`src/rtl/fetch_pkg.sv`:
```
// Shared types and constants for the instruction fetch unit.
// Latency: n/a (declarations only).
// Backpressure: n/a.
//
// Contents: instruction width, fetch FSM state encoding, branch-select
// codes and the branch condition helper used by branch_unit.
package fetch_pkg;

  localparam int INST_W = 16;
  localparam int OFF_W  = 6;

  typedef enum logic [1:0] {
    BOOT  = 2'd0,
    FETCH = 2'd1,
    ISSUE = 2'd2,
    HALT  = 2'd3
  } state_e;

  localparam logic [2:0] BS_BZ   = 3'b000;
  localparam logic [2:0] BS_BNZ  = 3'b001;
  localparam logic [2:0] BS_BN   = 3'b010;
  localparam logic [2:0] BS_BNN  = 3'b011;
  localparam logic [2:0] BS_NONE = 3'b100;

  // Branch condition evaluation; unused select codes are never taken.
  function automatic logic branch_taken(input logic [2:0] bs,
                                        input logic       zero,
                                        input logic       neg);
    logic t;
    t = 1'b0;
    case (bs)
      BS_BZ:   t = zero;
      BS_BNZ:  t = ~zero;
      BS_BN:   t = neg;
      BS_BNN:  t = ~neg;
      default: t = 1'b0;
    endcase
    return t;
  endfunction

endpackage

```
`src/rtl/branch_unit.sv`:
```
// Next-PC resolution: decides taken from bs/zero/neg and forms the target.
// Latency: purely combinational, zero cycles.
// Backpressure: none; outputs follow inputs.
//
// Ports:
//   pc       in   PC_W  address of the instruction being retired
//   bs       in   3     branch select
//   off      in   6     signed branch offset, relative to pc+1
//   zero/neg in   1     ALU condition flags
//   taken    out  1     branch condition holds
//   next_pc  out  PC_W  pc+1+sext(off) when taken, else pc+1 (mod 2^PC_W)
module branch_unit
  import fetch_pkg::*;
#(
  parameter int PC_W = 16
) (
  input  logic [PC_W-1:0]  pc,
  input  logic [2:0]       bs,
  input  logic [OFF_W-1:0] off,
  input  logic             zero,
  input  logic             neg,
  output logic             taken,
  output logic [PC_W-1:0]  next_pc
);

  logic [PC_W-1:0] pc_inc;
  logic [PC_W-1:0] off_sext;

  assign pc_inc   = pc + PC_W'(1);
  assign off_sext = {{(PC_W-OFF_W){off[OFF_W-1]}}, off};
  assign taken    = branch_taken(bs, zero, neg);

  // Natural truncation to PC_W bits gives the required wrap-around.
  assign next_pc  = taken ? (pc_inc + off_sext) : pc_inc;

endmodule

```
`src/rtl/instr_fetch.sv`:
```
// Instruction fetch: owns the PC, reads imem over req/ack, issues words to the decoder.
// Latency: req one cycle after reset release; ack-to-inst_valid one cycle; best case 1 instr / 2 cycles.
// Backpressure: imem wait states stretch FETCH, inst_ready low stretches ISSUE, both unbounded.
//
// Ports:
//   clk, rst               clock (rising edge), async active-high reset
//   imem_req/addr          read request, word address (always equals pc)
//   imem_ack/rdata         read data strobe and instruction word
//   inst/inst_valid        registered instruction and its valid flag
//   inst_ready             decoder accepts inst this cycle
//   pc                     address of the word on inst
//   bs/off/halt            decoder branch select, offset, halt for inst
//   zero/neg               ALU flags for inst
//   halted                 processor stopped (only rst leaves)
//   perf_issued/perf_taken saturating event counters, present only with FETCH_PERF_EN
//
// Optional feature macro: FETCH_PERF_EN.
module instr_fetch
  import fetch_pkg::*;
#(
  parameter int              PC_W     = 16,
  parameter logic [PC_W-1:0] RESET_PC = '0
) (
  input  logic              clk,
  input  logic              rst,
  output logic              imem_req,
  output logic [PC_W-1:0]   imem_addr,
  input  logic              imem_ack,
  input  logic [INST_W-1:0] imem_rdata,
  output logic [INST_W-1:0] inst,
  output logic              inst_valid,
  input  logic              inst_ready,
  output logic [PC_W-1:0]   pc,
  input  logic [2:0]        bs,
  input  logic [OFF_W-1:0]  off,
  input  logic              halt,
  input  logic              zero,
  input  logic              neg,
  output logic              halted
`ifdef FETCH_PERF_EN
  ,
  output logic [15:0]       perf_issued,
  output logic [15:0]       perf_taken
`endif
);

  state_e              state_q, state_d;
  logic [PC_W-1:0]     pc_q, pc_d;
  logic [INST_W-1:0]   inst_q, inst_d;
  logic [PC_W-1:0]     br_next_pc;
  logic                issue_hs;

`ifdef FETCH_PERF_EN
  logic                br_taken;
`endif

  branch_unit #(
    .PC_W (PC_W)
  ) u_branch (
    .pc      (pc_q),
    .bs      (bs),
    .off     (off),
    .zero    (zero),
    .neg     (neg),
`ifdef FETCH_PERF_EN
    .taken   (br_taken),
`else
    .taken   (),
`endif
    .next_pc (br_next_pc)
  );

  assign issue_hs = (state_q == ISSUE) && inst_ready;

  // State register. Reset abandons any outstanding request; a late ack
  // lands in BOOT and is ignored.
  always_ff @(posedge clk or posedge rst) begin
    if (rst) begin
      state_q <= BOOT;
      pc_q    <= RESET_PC;
      inst_q  <= '0;
    end else begin
      state_q <= state_d;
      pc_q    <= pc_d;
      inst_q  <= inst_d;
    end
  end

  always_comb begin
    state_d = state_q;
    pc_d    = pc_q;
    inst_d  = inst_q;
    case (state_q)
      BOOT: begin
        state_d = FETCH;
      end
      FETCH: begin
        if (imem_ack) begin
          inst_d  = imem_rdata;
          state_d = ISSUE;
        end
      end
      ISSUE: begin
        if (inst_ready) begin
          // Halt takes priority over any branch: pc stays on the halting word.
          if (halt) begin
            state_d = HALT;
          end else begin
            pc_d    = br_next_pc;
            state_d = FETCH;
          end
        end
      end
      HALT: begin
        state_d = HALT;
      end
      default: begin
        state_d = BOOT;
      end
    endcase
  end

  // All handshake outputs are pure decodes of the state register.
  assign imem_req   = (state_q == FETCH);
  assign imem_addr  = pc_q;
  assign inst       = inst_q;
  assign inst_valid = (state_q == ISSUE);
  assign pc         = pc_q;
  assign halted     = (state_q == HALT);

`ifdef FETCH_PERF_EN
  logic [15:0] perf_issued_q;
  logic [15:0] perf_taken_q;

  // The halting handshake counts as issued but never as a taken branch.
  always_ff @(posedge clk or posedge rst) begin
    if (rst) begin
      perf_issued_q <= '0;
      perf_taken_q  <= '0;
    end else begin
      if (issue_hs && (perf_issued_q != 16'hFFFF)) begin
        perf_issued_q <= perf_issued_q + 16'd1;
      end
      if (issue_hs && !halt && br_taken && (perf_taken_q != 16'hFFFF)) begin
        perf_taken_q <= perf_taken_q + 16'd1;
      end
    end
  end

  assign perf_issued = perf_issued_q;
  assign perf_taken  = perf_taken_q;
`else
  logic unused_hs;
  assign unused_hs = issue_hs;
`endif

endmodule

```
`config.mk`:
```
export PLATFORM = sky130hd
export DESIGN_NAME = instr_fetch
export DESIGN_NICKNAME = d
export VERILOG_FILES = /design/src/rtl/fetch_pkg.sv /design/src/rtl/branch_unit.sv /design/src/rtl/instr_fetch.sv
export SDC_FILE = /design/constraint.sdc
export NUM_CORES = 1
export LEC_CHECK = 0
export ABC_CLOCK_PERIOD_IN_PS = 3800
export BUFFER_PORTS_ARGS = -buffer_cell sky130_fd_sc_hd__buf_2
export CORE_AREA = 2 2 86 88
export CTS_CLUSTER_DIAMETER = 40
export CTS_CLUSTER_SIZE = 25
export DETAILED_ROUTE_END_ITERATION = 10
export DIE_AREA = 0 0 88 90
export PLACE_DENSITY = 0.65
export SETUP_SLACK_MARGIN = 0.5
export SYNTH_ARGS = -nofsm -noshare
export SYNTH_HDL_FRONTEND = slang
export SYNTH_HIERARCHICAL = 1
export SYNTH_SLANG_ARGS = --single-unit
export TNS_END_PERCENT = 20
```
`constraint.sdc`:
```
create_clock -name clk -period 3.8 [get_ports clk]
set_input_delay 0.76 -clock clk [delete_from_list [all_inputs] [get_ports clk]]
set_output_delay 0.76 -clock clk [all_outputs]
set_load 0.005 [all_outputs]
```
* Word-level counts from Yosys, hierarchy flattened
Cells that the tools add are included.
Cells by class: add/sub/neg operators 2, equality and inequality tests 8, multiplexer cells 6, bitwise gates (word level) 3, reductions and logical operators 5
Operator list (number):
- $add A16 B1 Y16 const B | 1
- $add A16 B16 Y16 | 1
- $mux W16 | 1
- $pmux W2 S4 | 1
- $eq A3 B2 Y1 const B | 2
- $mux W2 | 3
- $eq A2 B2 Y1 const B | 2
- $ne A2 B1 Y1 const B | 2
- $pmux W1 S4 | 1
- $reduce_and A2 Y1 | 2
- $eq A3 B1 Y1 const B | 1
- $logic_not A3 Y1 | 1
- $not A1 Y1 | 3
- $reduce_and A3 Y1 | 1
- $eq A2 B1 Y1 const B | 1
- $logic_not A2 Y1 | 1
Storage, ports and cells: register bits after elaboration 34, input bits 32, output and inout port bits 51, logic and storage cells 27

* Longest topological paths before layout
Gate-level depths: netlist (run 1).
depth after elaboration 3, mapped depth 14, gate-level depth less buffers 14

* By module
Netlist (run 1), hierarchy kept.
By module, submodules not included:
- instr_fetch | times used 1, cells each 96, area an instance 1483.9 µm², seq. area each 850.8 µm²
- branch_unit | times used 1, cells each 181, area an instance 1260.0 µm², seq. area each 0.0 µm²

* Worst setup path before layout (run 1)
OpenSTA, ideal clock, no wires.
path type register to register, from register pc_q[0], in the netlist imem_addr[0], to register pc_q[15], in the netlist imem_addr[15], setup time 125 ps, arrival time 2922 ps, required time 3675 ps, slack 752 ps, stages on the path, launching flop included 15, path buffers 0, clock period less this slack 3048 ps, cell sequence dfrtp_1 ha_1 nand3_1 nor2_1 nand3_1 nor2_1 xor2_1 ha_1 and4_1 and3_1 a21oi_2 o21bai_1 xnor2_1 a2bb2oi_1 mux2_4
On the way: longest elaborated chain between the ends 3
Ends and longest elaborated chain:
- start: declaration | RTL line instr_fetch.sv:48 | logic [PC_W-1:0] pc_q, pc_d;
- start signal: assignment | RTL line instr_fetch.sv:84 | pc_q <= pc_d;
- $add A16 B1 Y16 (*) | RTL line branch_unit.sv:29 | assign pc_inc = pc + PC_W'(1);
- $add A16 B16 Y16 | RTL line branch_unit.sv:34 | assign next_pc = taken ? (pc_inc + off_sext) : pc_inc;
- $mux W16 (*) | RTL line branch_unit.sv:34
- net br_next_pc[15] | RTL line instr_fetch.sv:50 | logic [PC_W-1:0] br_next_pc;
The timed path passes the listed nets; every way through them passes the cells marked *. A chain may end at the register's enable or synchronous reset.

* Worst setup path after layout (run 1)
from register pc_q[0], in the netlist imem_addr[0], to register pc_q[14], in the netlist imem_addr[14]
Same word-level chain as after synthesis.

==> flow_summary.json, run 1 <==
{
  "status": "finished, final reports clean",
  "max_freq_mhz": 311,
  "synth_fp_nets": 330,
  "grt_pass1_wl_um": 9720,
  "critPathMaxFanout": 6,
  "clock_skew_ps": 6.34,
  "synth_cells": 277,
  "io_buffers": 82,
  "numCtsBuffers": 5,
  "first_pass_iters": 4,
  "dp_hpwl_um": 4600,
  "synth-seq-area-share": 0.310,
  "reg2regPathDepth": 12,
  "first_global_vias": 2114,
  "cts-root-buf": "clkbuf_8",
  "worstSetupPathType": "reg2reg",
  "fin_crit_sh": 0.846,
  "die_area_um2": 7920,
  "critical_path_arrival_ps": 3370,
  "end_kind": "flip-flop",
  "worstSkewPairLatency_ps": 280,
  "viasPerCell": 5.04,
  "power_w": 0.00112,
  "grt_max_degree": 35,
  "synth_cell_types": 49,
  "mostFrequentLayoutCells": "buf_2 (82), dfrtp_1 (27), a21oi_1 (24), mux2_2 (22), nand2_1 (21)",
  "startpoint": "imem_addr[0]",
  "finalHoldViolCount": 0,
  "async_flop_share": 1.00,
  "avgSynthCellArea_um2": 9.91,
  "ant_nets": 0,
  "register_area_um2": 860,
  "p_leak_nw": 1.76,
  "grt-ovfl-total": 0,
  "die-width_um": 88,
  "worst_r2r_endpoint": "imem_addr[14]",
  "start_util": 0.391,
  "grtUsageTotal": 0.150,
  "drv_slew": 0,
  "min_period_ps": 3210,
  "timing.rr.start": "imem_addr[0]",
  "multi_input_area_um2": 1740,
  "antenna_found_initial": 0,
  "htree_levels": 2,
  "hold_ws_ps": 499,
  "synthesis.area_um2": 2740,
  "cts.sink_count": 34,
  "maxCapViolations": 0,
  "drc": 0,
  "tightest_slew_ps": 971,
  "die_y_um": 90,
  "drt_iter0_drc": 83,
  "synth-main-ff-cell": "dfrtp_1",
  "fillerInstances": 663,
  "hold_path_class": "reg2reg",
  "antennaDiodeCount": 0,
  "cp.required_ps": 3960,
  "max-clock-path-buffers": 2,
  "gp_congestion": 0.818,
  "avgRoutedWirePerCell_um": 13.7,
  "slew_headroom": 0.353,
  "fin_nets": 398,
  "fp.coreArea_um2": 7020,
  "ff2ff_setup_slack_ps": 590,
  "fin_setup_tns_ps": 0,
  "cts_tree": "yes",
  "drive_above_1_share": 0.413,
  "yosysWarnings": 6,
  "setup_viol": 0,
  "synth_edf_count": 0,
  "cp-endpoint": "imem_addr[14]",
  "drt_wl_total_um": 6090,
  "cp-start-kind": "flip-flop",
  "power.density_nw_per_um2": 341,
  "synth_seq_cells": 34,
  "final_common_cell": "buf_2",
  "syn_to_final_growth_pct": 19.9,
  "vias": 2242,
  "cts.clk_slew.worst_paths_ps": 70,
  "row_count": 31,
  "ir_drop_v": 0.000198,
  "pin_count": 83,
  "rsz0062_at_grt": "true"
}
[sequential cells by signal, summed over array words and instances (netlist names)]
signal and flops:
inst 16, imem_addr 16, state_q 2
[critical path: stages (launching register included)]
cell	delay, ps
dfrtp_2	420
nand2_1	120
nor4_4	360
and4_1	290
xor2_2	210
ha_1	290
a21o_1	200
a211o_1	290
a21oi_1	150
o21bai_1	120
xor2_1	150
mux2_4	250
mux2_2	250
[final cells by class]
class	count	area share
inverters	6	0.00685
clock buffers	7	0.0232
repair buffers	86	0.134
clock inverters	1	0.00913
flip-flops and latches	34	0.261
well taps	99	0.0377
multi-input cells	212	0.528
[power by group]
part | total [W] | switching [W] | internal [W]
registers | 0.000438 | 0.0000376 | 0.000400
logic | 0.000363 | 0.000180 | 0.000183
clock network | 0.000320 | 0.000124 | 0.000196
total | 0.00112 | 0.000341 | 0.000780
[how the worst min path moves through the flow]
stage,from,to,depth (start not counted)
floorplan,inst[10],inst[10],1
global placement,inst[2],inst[2],1
detailed placement,inst[15],inst[15],1
CTS,inst[15],inst[15],1
global route,inst[12],inst[12],1
finish,inst[12],inst[12],1
[cell usage after synthesis, types with 4 or more instances]
cell / n / area share
mux2_4: 11 / 0.060
nand2_1: 21 / 0.029
ha_1: 20 / 0.091
xor2_1: 12 / 0.038
dfrtp_1: 34 / 0.31
o21ai_0: 7 / 0.013
buf_4: 16 / 0.044
a21o_1: 7 / 0.019
nand4_1: 4 / 0.0091
xnor2_1: 16 / 0.051
o21a_1: 4 / 0.011
mux2_2: 22 / 0.090
a21oi_1: 25 / 0.046
inv_1: 5 / 0.0068
and3_1: 5 / 0.011
nor2_1: 17 / 0.023
nand3_1: 5 / 0.0091
[metrics by stage]
step                 util  worst slack, ps  area [um^2]  instances
CTS                 0.458              513         3220        442
detailed placement  0.441              408         3100        434
global route        0.469              443         3290        445
global placement    0.441              547         3100        434
finish              0.469              585         3290        445
floorplan               -              752         2740        277
[cells by family after synthesis]
family | synth area share
flip-flops | 0.310
AO/OA/AOI/OAI | 0.150
AND/OR/NAND/NOR | 0.121
buffers and inverters | 0.0771
XOR/XNOR | 0.0894
multiplexers | 0.154
adder cells (fa/ha/maj) | 0.0985
[per-layer routing]
| layer | track usage | wire (um) |
|---|---|---|
| met1 | 0.212 | 2820 |
| met2 | 0.235 | 2820 |
| met3 | 0.0367 | 426 |
| met4 | 0.0244 | 27 |
| met5 | 0 | 0 |
[timing repair]
item	in CTS	in global routing
endpoints found under the setup margin	2	4
setup buffers	0	3
resized for setup	3	13
hold buffers	0	0
pin swaps	0	2
(Power assumes the default switching activity.)
==> run 2: changes to the inputs <==
--- a/config.mk
+++ b/config.mk
@@ -5,7 +5,7 @@
 export SDC_FILE = /design/constraint.sdc
 export NUM_CORES = 1
 export LEC_CHECK = 0
-export ABC_CLOCK_PERIOD_IN_PS = 3800
+export ABC_CLOCK_PERIOD_IN_PS = 3220
 export BUFFER_PORTS_ARGS = -buffer_cell sky130_fd_sc_hd__buf_2
 export CORE_AREA = 2 2 86 88
 export CTS_CLUSTER_DIAMETER = 40
==> constraint.sdc (replaced) <==
create_clock -name clk -period 3.22 [get_ports clk]
set_input_delay 0.644 -clock clk [delete_from_list [all_inputs] [get_ports clk]]
set_output_delay 0.644 -clock clk [all_outputs]
set_load 0.005 [all_outputs]
==> run 2 against run 1 <==
Compared with the run above: sequential cell count unchanged; clock power is 4% higher; register-to-register slack got worse by 340 ps; worst setup slack got worse by 340 ps; die area did not move.
==> flow_summary.json, run 2 (synthesized netlist as in run 1, its figures left out) <==
{
  "cts_tree": "yes",
  "grt_max_degree": 27,
  "maxCapViolations": 0,
  "antennaDiodeCount": 0,
  "die_area_um2": 7920,
  "min_period_ps": 2980,
  "end_kind": "flip-flop",
  "syn_to_final_growth_pct": 25.4,
  "first_global_vias": 2103,
  "cts_hold_buf": 0,
  "critical_path_arrival_ps": 3150,
  "power.density_nw_per_um2": 381,
  "hold_path_class": "in2async",
  "fillerInstances": 661,
  "slew_headroom": 0.604,
  "finalNonFillerCells": 458,
  "worstSkewPairLatency_ps": 290,
  "pin_count": 83,
  "drt_wl_total_um": 6340,
  "met2_usage": 0.246,
  "max_freq_mhz": 336,
  "fin_nets": 411,
  "fin_setup_tns_ps": 0,
  "worstSetupPathType": "reg2reg",
  "cp.required_ps": 3390,
  "first_pass_iters": 4,
  "dp_hpwl_um": 4930,
  "antenna_found_initial": 0,
  "tightest_slew_ps": 593,
  "placed_area_um2": 3210,
  "vias": 2304,
  "row_count": 31,
  "start_util": 0.391,
  "use_met1": 0.227,
  "rsz0062_at_grt": "true",
  "power_w": 0.00131,
  "fin_crit_sh": 0.925,
  "max-clock-path-buffers": 2,
  "cts-root-buf": "clkbuf_8",
  "mostFrequentLayoutCells": "buf_2 (82), dfrtp_1 (28), mux2_2 (22), a21oi_1 (22), nand2_1 (20)",
  "ant_nets": 0,
  "drc": 0,
  "ir_drop_v": 0.000183,
  "drv_slew": 0,
  "status": "finished, final reports clean",
  "drt_iter0_drc": 95,
  "critPathMaxFanout": 3,
  "register_area_um2": 858,
  "numCtsBuffers": 5,
  "ff2ff_setup_slack_ps": 240,
  "cts.sink_count": 34,
  "finalInstanceArea_um2": 3440,
  "gp_congestion": 0.940,
  "viasPerCell": 5.03,
  "cts.clk_slew.worst_paths_ps": 70,
  "dp_cells": 443,
  "multi_input_area_um2": 1800,
  "fp.coreArea_um2": 7020,
  "drive_above_1_share": 0.476,
  "p_leak_nw": 1.84,
  "top_usage_layer": "met2",
  "setup_viol": 0,
  "grtUsageTotal": 0.157,
  "die_y_um": 90,
  "die-width_um": 88,
  "io_buffers": 82,
  "finalHoldViolCount": 0,
  "avgRoutedWirePerCell_um": 13.8,
  "grt-ovfl-total": 0,
  "final_common_cell": "buf_2",
  "clock_skew_ps": 4.45,
  "cp-start-kind": "flip-flop",
  "htree_levels": 2,
  "grt_pass1_wl_um": 10000,
  "use_met3": 0.0285
}
[run 2: cell count changes in the layout (fill, tap and decap cells not counted), moves of 2 or more]
cell      before  now
a21oi_1       24   22
buf_4          4   17
ha_2           0    5
ha_1          19   14
xnor2_1       16   14
xnor2_2        0    2
nand3_1        5    2
nand3_2        0    2
clkbuf_1       2    0
[run 2: cell type report]
type / instances / share of cell area
multi-input combinational: 212 / 0.524
tap: 99 / 0.0360
timing repair buffer: 99 / 0.156
clock buffer: 6 / 0.0240
sequential: 34 / 0.249
inverter: 6 / 0.00654
clock inverter: 2 / 0.00364
[run 2: power breakdown]
group | total, W | internal [W] | switching [W]
registers | 0.000506 | 0.000472 | 0.0000346
logic | 0.000471 | 0.000235 | 0.000236
clock network | 0.000333 | 0.000172 | 0.000161
[run 2: path summary, 6_finish.rpt]
kind	end	cells past startpoint	start
min in group clk	inst[10]	1	inst[10]
worst max register to register	imem_addr[14]	12	imem_addr[1]
worst min register to register	inst[10]	1	inst[10]
worst min-delay path	inst[9]	2	rst
max in group asynchronous	imem_addr[0]	3	rst
worst max-delay path	imem_addr[14]	12	imem_addr[1]
[run 2: worst max-delay path, stage by stage, from the launching register on]
cell	delay, ps
dfrtp_1	390
nand2_2	90
nor4_4	360
and4_1	280
xor2_2	210
ha_4	240
a21o_1	170
a211o_1	270
a21oi_2	110
o21bai_1	80
xor2_1	150
mux2_4	260
mux2_2	250
[run 2: through the flow]
step	util	setup slack, ps	hold WS [ps]
after floorplan	-	359	504
after global placement	0.457	175	481
after detailed placement	0.457	90.6	488
after CTS	0.480	214	436
after global routing	0.490	113	481
final	0.490	243	408
[run 2: repair_timing]
action,CTS,global route
pin swaps,3,4
setup buffers,6,1
setup endpoints to repair,7,9
resized for setup,6,12
[run 2: metal layers]
| layer | wire [um] | share of wire |
|---|---|---|
| met1 | 2920 | 0.46 |
| met2 | 2990 | 0.47 |
| met3 | 404 | 0.064 |
| met4 | 24 | 0.0038 |
| met5 | 0 | 0 |
==> run 3: changes to the inputs <==
--- a/config.mk
+++ b/config.mk
@@ -5,7 +5,7 @@
 export SDC_FILE = /design/constraint.sdc
 export NUM_CORES = 1
 export LEC_CHECK = 0
-export ABC_CLOCK_PERIOD_IN_PS = 3220
+export ABC_CLOCK_PERIOD_IN_PS = 2750
 export BUFFER_PORTS_ARGS = -buffer_cell sky130_fd_sc_hd__buf_2
 export CORE_AREA = 2 2 86 88
 export CTS_CLUSTER_DIAMETER = 40
==> constraint.sdc (replaced) <==
create_clock -name clk -period 2.75 [get_ports clk]
set_input_delay 0.55 -clock clk [delete_from_list [all_inputs] [get_ports clk]]
set_output_delay 0.55 -clock clk [all_outputs]
set_load 0.005 [all_outputs]
==> run 3 against run 2 <==
Compared with the run above: the run now ends with setup timing left; cell count is 7.2% higher; fmax is 0.25% higher; first-iteration DRC count is 16% lower; global-route usage is 1.5 points higher; clock skew is 4.1 ps higher; register-to-register slack worse by 460 ps; largest power group is now combinational logic.
==> flow_summary.json, run 3 (synthesized netlist as in run 1, its figures left out) <==
{
  "end_kind": "flip-flop",
  "setup_viol": 6,
  "critical_path_arrival_ps": 3130,
  "cts_tree": "yes",
  "fin_setup_tns_ps": -739,
  "grt-ovfl-total": 0,
  "numCtsBuffers": 5,
  "cts.sink_count": 34,
  "vias": 2445,
  "fp.coreArea_um2": 7020,
  "grt_pass1_wl_um": 11000,
  "finalHoldViolCount": 0,
  "worstSetupPathType": "reg2reg",
  "die-width_um": 88,
  "ant_nets": 0,
  "cp-start-kind": "flip-flop",
  "critPathMaxFanout": 3,
  "mostFrequentLayoutCells": "buf_2 (82), buf_4 (49), dfrtp_1 (31), mux2_2 (21)",
  "drt_wl_total_um": 6880,
  "drv_slew": 0,
  "power.density_nw_per_um2": 420,
  "drc": 0,
  "first_pass_iters": 4,
  "register_area_um2": 855,
  "power_w": 0.00160,
  "die_area_um2": 7920,
  "status": "complete, but fails checks",
  "drt_iter0_drc": 80,
  "avgRoutedWirePerCell_um": 14.0,
  "viasPerCell": 4.98,
  "die_y_um": 90,
  "tightest_slew_ps": 439,
  "cp.required_ps": 2920,
  "drive_above_1_share": 0.546,
  "violations": "setup timing",
  "min_period_ps": 2970,
  "fin_nets": 444,
  "pin_count": 83,
  "clock_skew_ps": 8.51,
  "rsz0062_at_grt": "true",
  "antennaDiodeCount": 0,
  "timing.rr.start": "imem_addr[1]",
  "cts.clk_slew.worst_paths_ps": 80,
  "antenna_found_initial": 0,
  "ir_drop_v": 0.000238,
  "first_global_vias": 2355,
  "fin_crit_sh": 1.08,
  "start_util": 0.391,
  "grt_max_degree": 35,
  "syn_to_final_growth_pct": 38.9,
  "worst_slack_ps": -220,
  "max-clock-path-buffers": 2,
  "final_common_cell": "buf_2",
  "gp_congestion": 0.783,
  "hold_path_class": "in2async",
  "maxCapViolations": 0,
  "startpoint": "imem_addr[1]",
  "io_buffers": 82,
  "row_count": 31,
  "fillerInstances": 647,
  "slew_headroom": 0.706,
  "cts-root-buf": "clkbuf_8",
  "grtUsageTotal": 0.173,
  "max_freq_mhz": 337,
  "htree_levels": 2,
  "worstSkewPairLatency_ps": 280,
  "p_leak_nw": 2.03,
  "multi_input_area_um2": 1940,
  "dp_hpwl_um": 5180
}
-- run 3: cell types whose count changed in the layout (fill, tap and decap cells not counted), moves of 3 or more --
cell / before / now
xnor2_2: 2 / 5
xor2_1: 10 / 7
dfrtp_2: 6 / 3
xnor2_1: 14 / 11
ha_4: 1 / 4
buf_4: 17 / 49
dfrtp_1: 28 / 31
-- run 3: per-stage QoR --
step	std cells	setup slack [ps]	hold WS (ps)	utilization	instance area, um^2
global route	491	-384	395	0.543	3810
floorplan	277	-109	504	-	2790
global placement	477	-254	482	0.494	3470
detailed placement	477	-321	489	0.494	3470
finish	491	-220	353	0.543	3810
CTS	489	-226	365	0.524	3680
-- run 3: layout make-up --
type                            count  area share
Multi-Input combinational cell    212       0.508
Sequential cell                    34       0.224
Timing Repair Buffer              132       0.207
Tap cell                           99      0.0325
Clock buffer                        6      0.0190
Inverter                            6     0.00591
Clock inverter                      2     0.00263
-- run 3: critical path, stage by stage (launching register included) --
cell	delay, ps
dfrtp_1	390
nand2_2	90
nor4_4	340
and4_4	310
xor2_4	190
ha_4	220
a21o_1	170
a211o_1	280
a21oi_2	120
o21bai_1	90
xor2_1	150
mux2_4	260
mux2_4	250
-- run 3: report_power, final --
| part | internal [W] | total (W) | switching [W] |
|---|---|---|---|
| Clock | 0.000175 | 0.000354 | 0.000179 |
| Combinational | 0.000348 | 0.000656 | 0.000308 |
| Sequential | 0.000552 | 0.000589 | 0.0000375 |
-- run 3: worst paths after layout --
path,cells after the start,slack [ps],endpoint
setup / recovery,12,-220,imem_addr[14]
hold / removal,3,350,inst[6]
setup reg to reg,12,-220,imem_addr[14]
hold reg to reg,1,500,inst[5]
max in group asynchronous,3,2060,imem_addr[7]
min in group clk,2,500,inst[8]
-- run 3: what timing repair did --
action,in CTS,in global routing
pin swaps,14,16
buffers inserted,4,2
hold buffers,0,0
resized for setup,16,19
endpoints found under the setup margin,12,13
-- run 3: per-layer routing --
layer / wire length (um) / part of all wire / track usage
met1: 3050 / 0.44 / 0.231
met2: 3380 / 0.49 / 0.285
met3: 360 / 0.052 / 0.0358
met4: 95 / 0.014 / 0.0372
met5: 0 / 0 / 0
